===== src/rtl/pull_down_scan_scheduler_pkg.sv =====
// Shared state encoding and constant-width helpers for the pull-down scan scheduler.
// No latency and no handshake here: types and pure functions only.
package pull_down_scan_scheduler_pkg;

   typedef enum logic [1:0] {
      IDLE      = 2'd0,
      DISCHARGE = 2'd1,
      SETTLE    = 2'd2,
      SAMPLE    = 2'd3
   } state_t;

   function automatic int clog2_int(input int value);
      int result;
      int rem;
      result = 0;
      rem    = value - 1;
      while (rem > 0) begin
         result = result + 1;
         rem    = rem >> 1;
      end
      return result;
   endfunction

   function automatic int max_int(input int a, input int b);
      return (a > b) ? a : b;
   endfunction

endpackage


===== src/rtl/pull_down_scan_scheduler_if.sv =====
// Pad-side and user-side signals of the scan scheduler; no latency of its own.
// There is no backpressure: sample_valid and scan_done are fire-and-forget pulses.
interface pull_down_scan_scheduler_if #(
   parameter int NUM_BANKS = 4,
   parameter int WIDTH     = 8
);
   logic                       enable;
   logic [NUM_BANKS-1:0]       bank_mask;
   logic [NUM_BANKS*WIDTH-1:0] pad_in;
   logic [NUM_BANKS-1:0]       pad_pull_low;
   logic [NUM_BANKS*WIDTH-1:0] sample_data;
   logic [NUM_BANKS-1:0]       sample_valid;
   logic                       scan_done;
   logic                       busy;

   modport master (
      output enable, bank_mask, pad_in,
      input  pad_pull_low, sample_data, sample_valid, scan_done, busy
   );

   modport slave (
      input  enable, bank_mask, pad_in,
      output pad_pull_low, sample_data, sample_valid, scan_done, busy
   );
endinterface


===== src/rtl/pull_down_scan_scheduler_sync_2ff.sv =====
// Two-flop synchroniser for asynchronous pad inputs, 2-cycle latency, reset to 0.
// No backpressure: samples every clock.
module sync_2ff #(
   parameter int WIDTH = 8
) (
   input  logic             clk,
   input  logic             rst,
   input  logic [WIDTH-1:0] data_async,
   output logic [WIDTH-1:0] data_sync
);
   logic [WIDTH-1:0] meta;

   always_ff @(posedge clk or posedge rst) begin
      if (rst) begin
         meta      <= '0;
         data_sync <= '0;
      end else begin
         meta      <= data_async;
         data_sync <= meta;
      end
   end
endmodule


===== src/rtl/pull_down_scan_scheduler.sv =====
// Round-robin emulated pull-down: per bank discharge, release, settle, capture (D+S+1 cycles).
// No backpressure: results are single-cycle pulses; enable only stops the scan at a bank boundary.
module pull_down_scan_scheduler
   import pull_down_scan_scheduler_pkg::*;
#(
   parameter int NUM_BANKS        = 4,
   parameter int WIDTH            = 8,
   parameter int DISCHARGE_CYCLES = 3,
   parameter int SETTLE_CYCLES    = 2
) (
   input logic                       clk,
   input logic                       rst,
   pull_down_scan_scheduler_if.slave bus
);
   localparam int BANK_W = (NUM_BANKS > 1) ? clog2_int(NUM_BANKS) : 1;
   localparam int CNT_W  = clog2_int(max_int(DISCHARGE_CYCLES, SETTLE_CYCLES) + 1);
   localparam logic [CNT_W-1:0] DIS_LAST = CNT_W'(DISCHARGE_CYCLES - 1);
   localparam logic [CNT_W-1:0] SET_LAST = CNT_W'(SETTLE_CYCLES - 1);
   localparam logic [CNT_W-1:0] CNT_ONE  = CNT_W'(1);

   state_t                     state, state_nxt;
   logic [CNT_W-1:0]           cnt, cnt_nxt;
   logic [BANK_W-1:0]          cur, cur_nxt;
   logic [NUM_BANKS*WIDTH-1:0] pad_sync;
   logic [NUM_BANKS-1:0]       cur_onehot;
   logic [NUM_BANKS-1:0]       pull;
   logic [BANK_W:0]            first_sel, step_sel;
   logic                       mask_any;
   logic                       capture;
   logic                       wrap;

   sync_2ff #(.WIDTH(NUM_BANKS*WIDTH)) u_pad_sync (
      .clk        (clk),
      .rst        (rst),
      .data_async (bus.pad_in),
      .data_sync  (pad_sync)
   );

   // Returns {wrap, index}: the lowest set bit above 'from' (any bit when !use_from),
   // otherwise wrap=1 with the lowest set bit overall.
   function automatic logic [BANK_W:0] next_bank(input logic [NUM_BANKS-1:0] mask,
                                                 input logic [BANK_W-1:0]    from,
                                                 input logic                 use_from);
      logic [BANK_W-1:0] low;
      logic [BANK_W-1:0] above;
      logic              found_above;
      low         = '0;
      above       = '0;
      found_above = 1'b0;
      for (int i = NUM_BANKS - 1; i >= 0; i--) begin
         if (mask[i]) begin
            low = BANK_W'(i);
            if (!use_from || (i > int'(from))) begin
               above       = BANK_W'(i);
               found_above = 1'b1;
            end
         end
      end
      return found_above ? {1'b0, above} : {1'b1, low};
   endfunction

   assign cur_onehot = NUM_BANKS'(1) << cur;
   assign mask_any   = |bus.bank_mask;
   assign first_sel  = next_bank(bus.bank_mask, cur, 1'b0);
   assign step_sel   = next_bank(bus.bank_mask, cur, 1'b1);

   always_ff @(posedge clk or posedge rst) begin
      if (rst) begin
         state <= IDLE;
         cnt   <= '0;
         cur   <= '0;
      end else begin
         state <= state_nxt;
         cnt   <= cnt_nxt;
         cur   <= cur_nxt;
      end
   end

   always_comb begin
      state_nxt = state;
      cnt_nxt   = cnt + CNT_ONE;
      cur_nxt   = cur;
      pull      = '0;
      capture   = 1'b0;
      wrap      = 1'b0;
      case (state)
         IDLE: begin
            cnt_nxt = '0;
            if (bus.enable && mask_any) begin
               state_nxt = DISCHARGE;
               cur_nxt   = first_sel[BANK_W-1:0];
            end
         end
         DISCHARGE: begin
            pull = cur_onehot;
            if (cnt == DIS_LAST) begin
               state_nxt = SETTLE;
               cnt_nxt   = '0;
            end
         end
         SETTLE: begin
            if (cnt == SET_LAST) begin
               state_nxt = SAMPLE;
               cnt_nxt   = '0;
            end
         end
         SAMPLE: begin
            capture = 1'b1;
            wrap    = step_sel[BANK_W];
            cnt_nxt = '0;
            // The mask is only looked at here and in IDLE, so mid-bank edits never truncate a bank.
            if (bus.enable && mask_any) begin
               state_nxt = DISCHARGE;
               cur_nxt   = step_sel[BANK_W-1:0];
            end else begin
               state_nxt = IDLE;
            end
         end
         default: begin
            state_nxt = IDLE;
            cnt_nxt   = '0;
         end
      endcase
   end

   always_ff @(posedge clk or posedge rst) begin
      if (rst) begin
         bus.sample_data  <= '0;
         bus.sample_valid <= '0;
         bus.scan_done    <= 1'b0;
      end else begin
         bus.sample_valid <= capture ? cur_onehot : '0;
         bus.scan_done    <= capture & wrap;
         if (capture) begin
            bus.sample_data[cur*WIDTH +: WIDTH] <= pad_sync[cur*WIDTH +: WIDTH];
         end
      end
   end

   // Decoded straight from the async-reset state register so reset releases the pads at once.
   assign bus.pad_pull_low = pull;
   assign bus.busy         = (state != IDLE);
endmodule


===== src/flat_wrapper.sv =====
// flat-port wrapper written by rule: the top's interface ports become plain ports
module pull_down_scan_scheduler_flat import pull_down_scan_scheduler_pkg::*;
#(
   parameter int NUM_BANKS        = 4,
   parameter int WIDTH            = 8,
   parameter int DISCHARGE_CYCLES = 3,
   parameter int SETTLE_CYCLES    = 2
)
  (clk, rst, bus_enable, bus_bank_mask, bus_pad_in, bus_pad_pull_low, bus_sample_data, bus_sample_valid, bus_scan_done, bus_busy);
  pull_down_scan_scheduler_if #(.NUM_BANKS(NUM_BANKS), .WIDTH(WIDTH)) bus_i ();
  input logic clk;
  input logic rst;
  input wire logic [$bits(bus_i.enable)-1:0] bus_enable;
  input wire logic [$bits(bus_i.bank_mask)-1:0] bus_bank_mask;
  input wire logic [$bits(bus_i.pad_in)-1:0] bus_pad_in;
  output wire logic [$bits(bus_i.pad_pull_low)-1:0] bus_pad_pull_low;
  output wire logic [$bits(bus_i.sample_data)-1:0] bus_sample_data;
  output wire logic [$bits(bus_i.sample_valid)-1:0] bus_sample_valid;
  output wire logic [$bits(bus_i.scan_done)-1:0] bus_scan_done;
  output wire logic [$bits(bus_i.busy)-1:0] bus_busy;
  assign bus_i.enable = bus_enable;
  assign bus_i.bank_mask = bus_bank_mask;
  assign bus_i.pad_in = bus_pad_in;
  assign bus_pad_pull_low = bus_i.pad_pull_low;
  assign bus_sample_data = bus_i.sample_data;
  assign bus_sample_valid = bus_i.sample_valid;
  assign bus_scan_done = bus_i.scan_done;
  assign bus_busy = bus_i.busy;
  pull_down_scan_scheduler #(.NUM_BANKS(NUM_BANKS), .WIDTH(WIDTH), .DISCHARGE_CYCLES(DISCHARGE_CYCLES), .SETTLE_CYCLES(SETTLE_CYCLES)) u_core (.clk(clk), .rst(rst), .bus(bus_i));
endmodule

===== config.mk =====
export PLATFORM = sky130hd
export DESIGN_NAME = pull_down_scan_scheduler_flat
export DESIGN_NICKNAME = d
export VERILOG_FILES = /design/src/rtl/pull_down_scan_scheduler_pkg.sv /design/src/rtl/pull_down_scan_scheduler_if.sv /design/src/rtl/pull_down_scan_scheduler_sync_2ff.sv /design/src/rtl/pull_down_scan_scheduler.sv /design/src/flat_wrapper.sv
export SDC_FILE = /design/constraint.sdc
export NUM_CORES = 1
export LEC_CHECK = 0
export ABC_AREA = 1
export CAP_MARGIN = 20
export CORE_MARGIN = 2
export CORE_UTILIZATION = 62
export CTS_BUF_LIST = sky130_fd_sc_hd__clkbuf_8
export DETAILED_ROUTE_END_ITERATION = 7
export DONT_BUFFER_PORTS = 1
export PLACE_DENSITY = 0.86
export SYNTH_ARGS = -nofsm -noshare
export SYNTH_HDL_FRONTEND = slang
export SYNTH_SLANG_ARGS = --single-unit
export TNS_END_PERCENT = 30

===== constraint.sdc =====
create_clock -name clk -period 4.5 [get_ports clk]
set_clock_uncertainty 0.05 [all_clocks]
set_input_delay 1.35 -clock clk [delete_from_list [all_inputs] [get_ports clk]]
set_output_delay 1.35 -clock clk [all_outputs]
set_load 0.01 [all_outputs]

==> results.toml, run 1 <==
[timing]
finalSetupViolations = 0
finalMaxSlewViolations = 0
hold_ws_ps = 301
setup_tns_ps = 0
tightest_slew_ps = 613
hold_viol_final = 0
fin_crit_ps = 3790
max_freq_ghz = 0.264
post-route-period-util_pct = 84.3
rsz0062_at_grt = "no"
max_slew_margin_pct = 59.2
fin_ws_ps = 707

[layout]
area_growth_syn_to_layout_pct = 5.72
multiInputGateArea_um2 = 1180
utilization_pct = 67.7
layout-drive-gt1-share_pct = 15.5
diodes = 0
fillers = 470
finalNetCount = 429
seq_area_um2 = 2680

[die]
dieHeight_um = 84.8
core_um2 = 6310
row_count = 29
dieArea_um2 = 7190
io_pins = 81
die_w_um = 84.8
initial_core_util_pct = 64.1

[yosys]
syn_inst = 370
synth_top_cell_by_area = "dfrtp_1"
synth_edf_count = 0
yosysUniqueCellTypes = 23
synth_area_leaders = "dfrtp_1, nand2_1, ha_1"
ys.flop_type = "dfrtp_1"
yosys_warnings = 0
syn_nets = 423
async_reset_ff_share_pct = 100
syn_avg_cell_area_um2 = 10.9
ys_seq_area_share_pct = 66.2
synth_area_um2 = 4050
ys_ff_latch = 107
post-synth-top-area-fraction_pct = 66.2

[clocking]
clock-sinks = 107
post_cts_resize_count = 0
clkLatencyLatePin_ps = 360
cts_buffer_depth = 2
ctsHoldBuffers = 0
cts_setup_buffers = 0
cts_tree = "yes"
cts.htree.levels = 3
clk_pin_slew_worst_paths_ps = 100
cts-root-buf = "clkbuf_8"
numCtsBuffers = 9

[setup_path]
crit_buf_inv = 2
end_kind = "output pin"
crit_start = "u_core.cur[1]"
cp_max_fo = 15
crit_chain = "clkinv_1 > ha_1 > nand2_1 > inv_1"
r2r_start = "u_core.cur[1]"
crit_required_ps = 3100
cpLargestDelayFamily = "flip-flops"
critPathKind = "reg2out"
critPathSlowestCell = "dfrtp_1"
crit_arrival_ps = 2390
critPathMaxStageDelay_ps = 750
cp-start-kind = "flip-flop"

[power_and_ir_drop]
leakage_nw = 2.20
max-vdd-ir-drop_uv = 412
powerDensity_nw_per_um2 = 615

[drt]
ant_nets = 0
first_pass_iters = 4
totalWireLength_um = 6590
vias = 2375
vias_per_cell = 5.19
post_drt_wl_per_cell_um = 14.4
drc_errors = 0
first_iter_violations = 103

[outcome]
status = "finished clean"

[global_routing]
globalRouteOverflowTotal = 0
grt_antenna_before_repair = 0
grt_max_degree = 45
grt_pass1_wl_um = 11200
grt_pass1_vias = 2342
grt_util_all_layers_pct = 20.7

[place]
gp_congestion = 0.835
preCtsSetupSlack_ps = 1100
dp_hpwl_um = 4740
port_buffers = 0

[min_path]
hold_path_class = "reg2reg"
hp-start = "u_core.u_pad_sync.meta[4]"

[run]
cap_violations = 0
[flip-flops by register name, indices dropped and copies added, names as in the netlist]
register	cells
u_core.bus.sample_data	32
u_core.bus.scan_done	1
u_core.u_pad_sync.meta	32
u_core.u_pad_sync.data_sync	32
u_core.state	2
u_core.cnt	2
u_core.cur	2
u_core.bus.sample_valid	4
[worst paths after layout]
kind | to | slack (ps) | depth (start not counted)
max | bus_pad_pull_low[0] | 710 | 4
max reg2reg | u_core.bus.sample_data[22] | 1960 | 6
min | u_core.u_pad_sync.data_sync[4] | 300 | 0
max in group asynchronous | u_core.bus.sample_valid[2] | 2760 | 2
min reg2reg | u_core.u_pad_sync.data_sync[4] | 300 | 0
min in group asynchronous | u_core.u_pad_sync.meta[24] | 780 | 1
[per-layer routing]
layer	up-vias	part of all wire [%]	global-route usage (%)
met5	-	0	0
met3	12	7.4	7.37
met1	1111	42	26.5
met2	85	48	32.5
li1	1167	-	-
met4	0	2.0	8.23
[cell usage in the layout, fill, tap and decap left out]
master | Yosys | layout
a211oi_1 | 1 | 1
a21oi_1 | 4 | 4
buf_4 | 2 | 3
clkbuf_8 | 0 | 11
clkinv_1 | 1 | 1
clkinv_2 | 0 | 1
clkinvlp_4 | 0 | 1
dfrtp_1 | 107 | 107
ha_1 | 14 | 14
inv_1 | 24 | 23
inv_4 | 0 | 1
inv_6 | 0 | 2
inv_8 | 1 | 2
nand2_1 | 124 | 124
nand2_2 | 17 | 17
nand3_1 | 26 | 26
nand3_2 | 10 | 10
nor2_1 | 9 | 9
nor2_2 | 10 | 10
nor3_1 | 1 | 1
nor3_2 | 1 | 1
o211ai_1 | 1 | 1
o21ai_0 | 10 | 10
o22ai_1 | 1 | 1
[kinds of logic (layout without fill, tap and decap cells)]
logic type	after synthesis	count (layout)	synth area share [%]
and+or+nand+nor	198	198	22.6
buffers and inverters	34	45	4.64
DFF	107	107	66.2
AOI/OAI and AO/OA	17	17	2.26
adders and majority gates	14	14	4.33
[cell type report]
type / count / area share (%)
Sequential cell: 107 / 62.6
Multi-Input combinational cell: 229 / 27.6
Clock buffer: 11 / 3.54
Inverter: 26 / 2.52
Tap cell: 77 / 2.25
Clock inverter: 5 / 0.965
Timing Repair Buffer: 3 / 0.527
[where the power goes]
| part | total, mW | internal [mW] | leakage (nW) | switching, mW |
|---|---|---|---|---|
| registers | 1.33 | 1.13 | 1.33 | 0.197 |
| logic | 0.750 | 0.238 | 0.770 | 0.512 |
| clock network | 0.551 | 0.238 | 0.0983 | 0.313 |
[per-stage QoR]
stage,cell area [µm²],cells,total power [mW]
4_1_cts,4280,458,2.66
5_1_grt,4280,458,2.83
3_5_place_dp,4080,442,2.10
6_report,4280,458,2.63
2_1_floorplan,4050,370,1.98
3_3_place_gp,4080,442,2.07
[synthesized netlist by cell type (4+ instances only)]
| cell | n |
|---|---|
| dfrtp_1 | 107 |
| o21ai_0 | 10 |
| inv_1 | 24 |
| nand2_1 | 124 |
| ha_1 | 14 |
| nor2_2 | 10 |
| nand2_2 | 17 |
| nand3_2 | 10 |
| a21oi_1 | 4 |
| nor2_1 | 9 |
| nand3_1 | 26 |
Power figures use the tool's default switching activity.
==> inputs of run 2 (changes only) <==
==> constraint.sdc (replaced) <==
create_clock -name clk -period 3.75 [get_ports clk]
set_clock_uncertainty 0.05 [all_clocks]
set_input_delay 1.125 -clock clk [delete_from_list [all_inputs] [get_ports clk]]
set_output_delay 1.125 -clock clk [all_outputs]
set_load 0.01 [all_outputs]
==> run 2 against run 1 <==
Global-route usage grew 0.65 points. Register-to-register slack got worse by 460 ps. Setup slack improved by 26 ps. Largest power group unchanged.
==> results.toml, run 2 (synthesized netlist as in run 1, its figures left out) <==
[clocking]
cts.htree.levels = 3
numCtsBuffers = 9
clock-sinks = 107
cts-root-buf = "clkbuf_8"
ctsHoldBuffers = 0
clk_pin_slew_worst_paths_ps = 100
cts_tree = "yes"
post_cts_resize_count = 0
clkLatencyLatePin_ps = 370
cts_buffer_depth = 2
cts_setup_buffers = 0

[layout]
reg_top3 = "u_core.bus.sample_data x32, u_core.u_pad_sync.data_sync x32, u_core.u_pad_sync.meta x32"
area_growth_syn_to_layout_pct = 6.74
layout-drive-gt1-share_pct = 15.4
final_common_cell = "nand2_1"
final_area_um2 = 4320
finalNetCount = 430
fillers = 458
final_cell_mix = "nand2_1, dfrtp_1, nand3_1"
diodes = 0

[place]
gp_congestion = 0.816
postPlaceCellArea_um2 = 4110
dp_hpwl_um = 4830
port_buffers = 0

[timing]
post-route-period-util_pct = 80.5
finalSetupViolations = 0
max_freq_ghz = 0.331
finalMaxSlewViolations = 0
setup_tns_ps = 0
hold_viol_final = 0
tightest_slew_ps = 788
fin_crit_ps = 3020
max_slew_margin_pct = 47.5
rsz0062_at_grt = "no"

[global_routing]
grt_pass1_vias = 2486
grt_util_all_layers_pct = 21.3
grt_antenna_before_repair = 0
grt_max_degree = 108
grt_pass1_wl_um = 11700
globalRouteOverflowTotal = 0

[setup_path]
end_kind = "output pin"
critPathKind = "reg2out"
crit_required_ps = 2570
cp_max_fo = 21
cp-start-kind = "flip-flop"
crit_arrival_ps = 1840

[drt]
totalWireLength_um = 6800
drc_errors = 0
ant_nets = 0
first_pass_iters = 4
vias = 2445
post_drt_wl_per_cell_um = 14.8
vias_per_cell = 5.33
first_iter_violations = 158

[die]
dieArea_um2 = 7190
core_um2 = 6310
dieHeight_um = 84.8
die_w_um = 84.8
initial_core_util_pct = 64.1
row_count = 29
io_pins = 81

[power_and_ir_drop]
p_total_mw = 3.25
powerDensity_nw_per_um2 = 752
leakage_nw = 2.21
max-vdd-ir-drop_uv = 441

[run]
cap_violations = 0

[outcome]
status = "finished clean"

[min_path]
hold_path_class = "reg2reg"
-- run 2: path summary, 6_finish.rpt --
check	start	end	slack (ps)	cells after the start
min in group asynchronous	rst	u_core.state[1]	680	2
max in group asynchronous	rst	u_core.cnt[1]	2510	2
min	u_core.u_pad_sync.meta[24]	u_core.u_pad_sync.data_sync[24]	300	0
max reg2reg	u_core.cur[0]	u_core.bus.sample_data[21]	1500	6
min reg2reg	u_core.u_pad_sync.meta[24]	u_core.u_pad_sync.data_sync[24]	300	0
max	u_core.cur[0]	bus_pad_pull_low[2]	730	4
-- run 2: per-stage QoR --
stage / util, % / setup slack, ps / hold slack (ps) / std cells
3_3_place_gp: 65.0 / 1170 / 284 / 443
6_report: 68.4 / 733 / 300 / 459
4_1_cts: 68.4 / 721 / 307 / 459
3_5_place_dp: 65.0 / 1130 / 285 / 443
5_1_grt: 68.4 / 595 / 313 / 459
2_1_floorplan: - / 1220 / 281 / 370
-- run 2: area by class of cell --
| class | count | area (µm²) | share of cell area [%] |
|---|---|---|---|
| Inverter | 26 | 109 | 2.52 |
| Clock buffer | 9 | 124 | 2.87 |
| Timing Repair Buffer | 4 | 42.5 | 0.985 |
| Multi-Input combinational cell | 229 | 1180 | 27.3 |
| Sequential cell | 107 | 2680 | 62.0 |
| Clock inverter | 7 | 88.8 | 2.06 |
| Tap cell | 77 | 96.3 | 2.23 |
-- run 2: power breakdown --
| part | internal, mW | switching [mW] |
|---|---|---|
| sequential | 1.36 | 0.248 |
| clock | 0.322 | 0.394 |
| combinational | 0.298 | 0.624 |
| total | 1.98 | 1.27 |
-- run 2: worst max-delay path: stages (launching register included) --
cell and delay, ps:
dfrtp_1 870, inv_8 170, ha_1 290, nand2_1 70, inv_1 70
-- run 2: metal layers --
layer	wire length [µm]	track usage [%]
met5	0	0
met4	108	7.94
met3	583	8.85
met2	3260	32.4
met1	2850	27.8
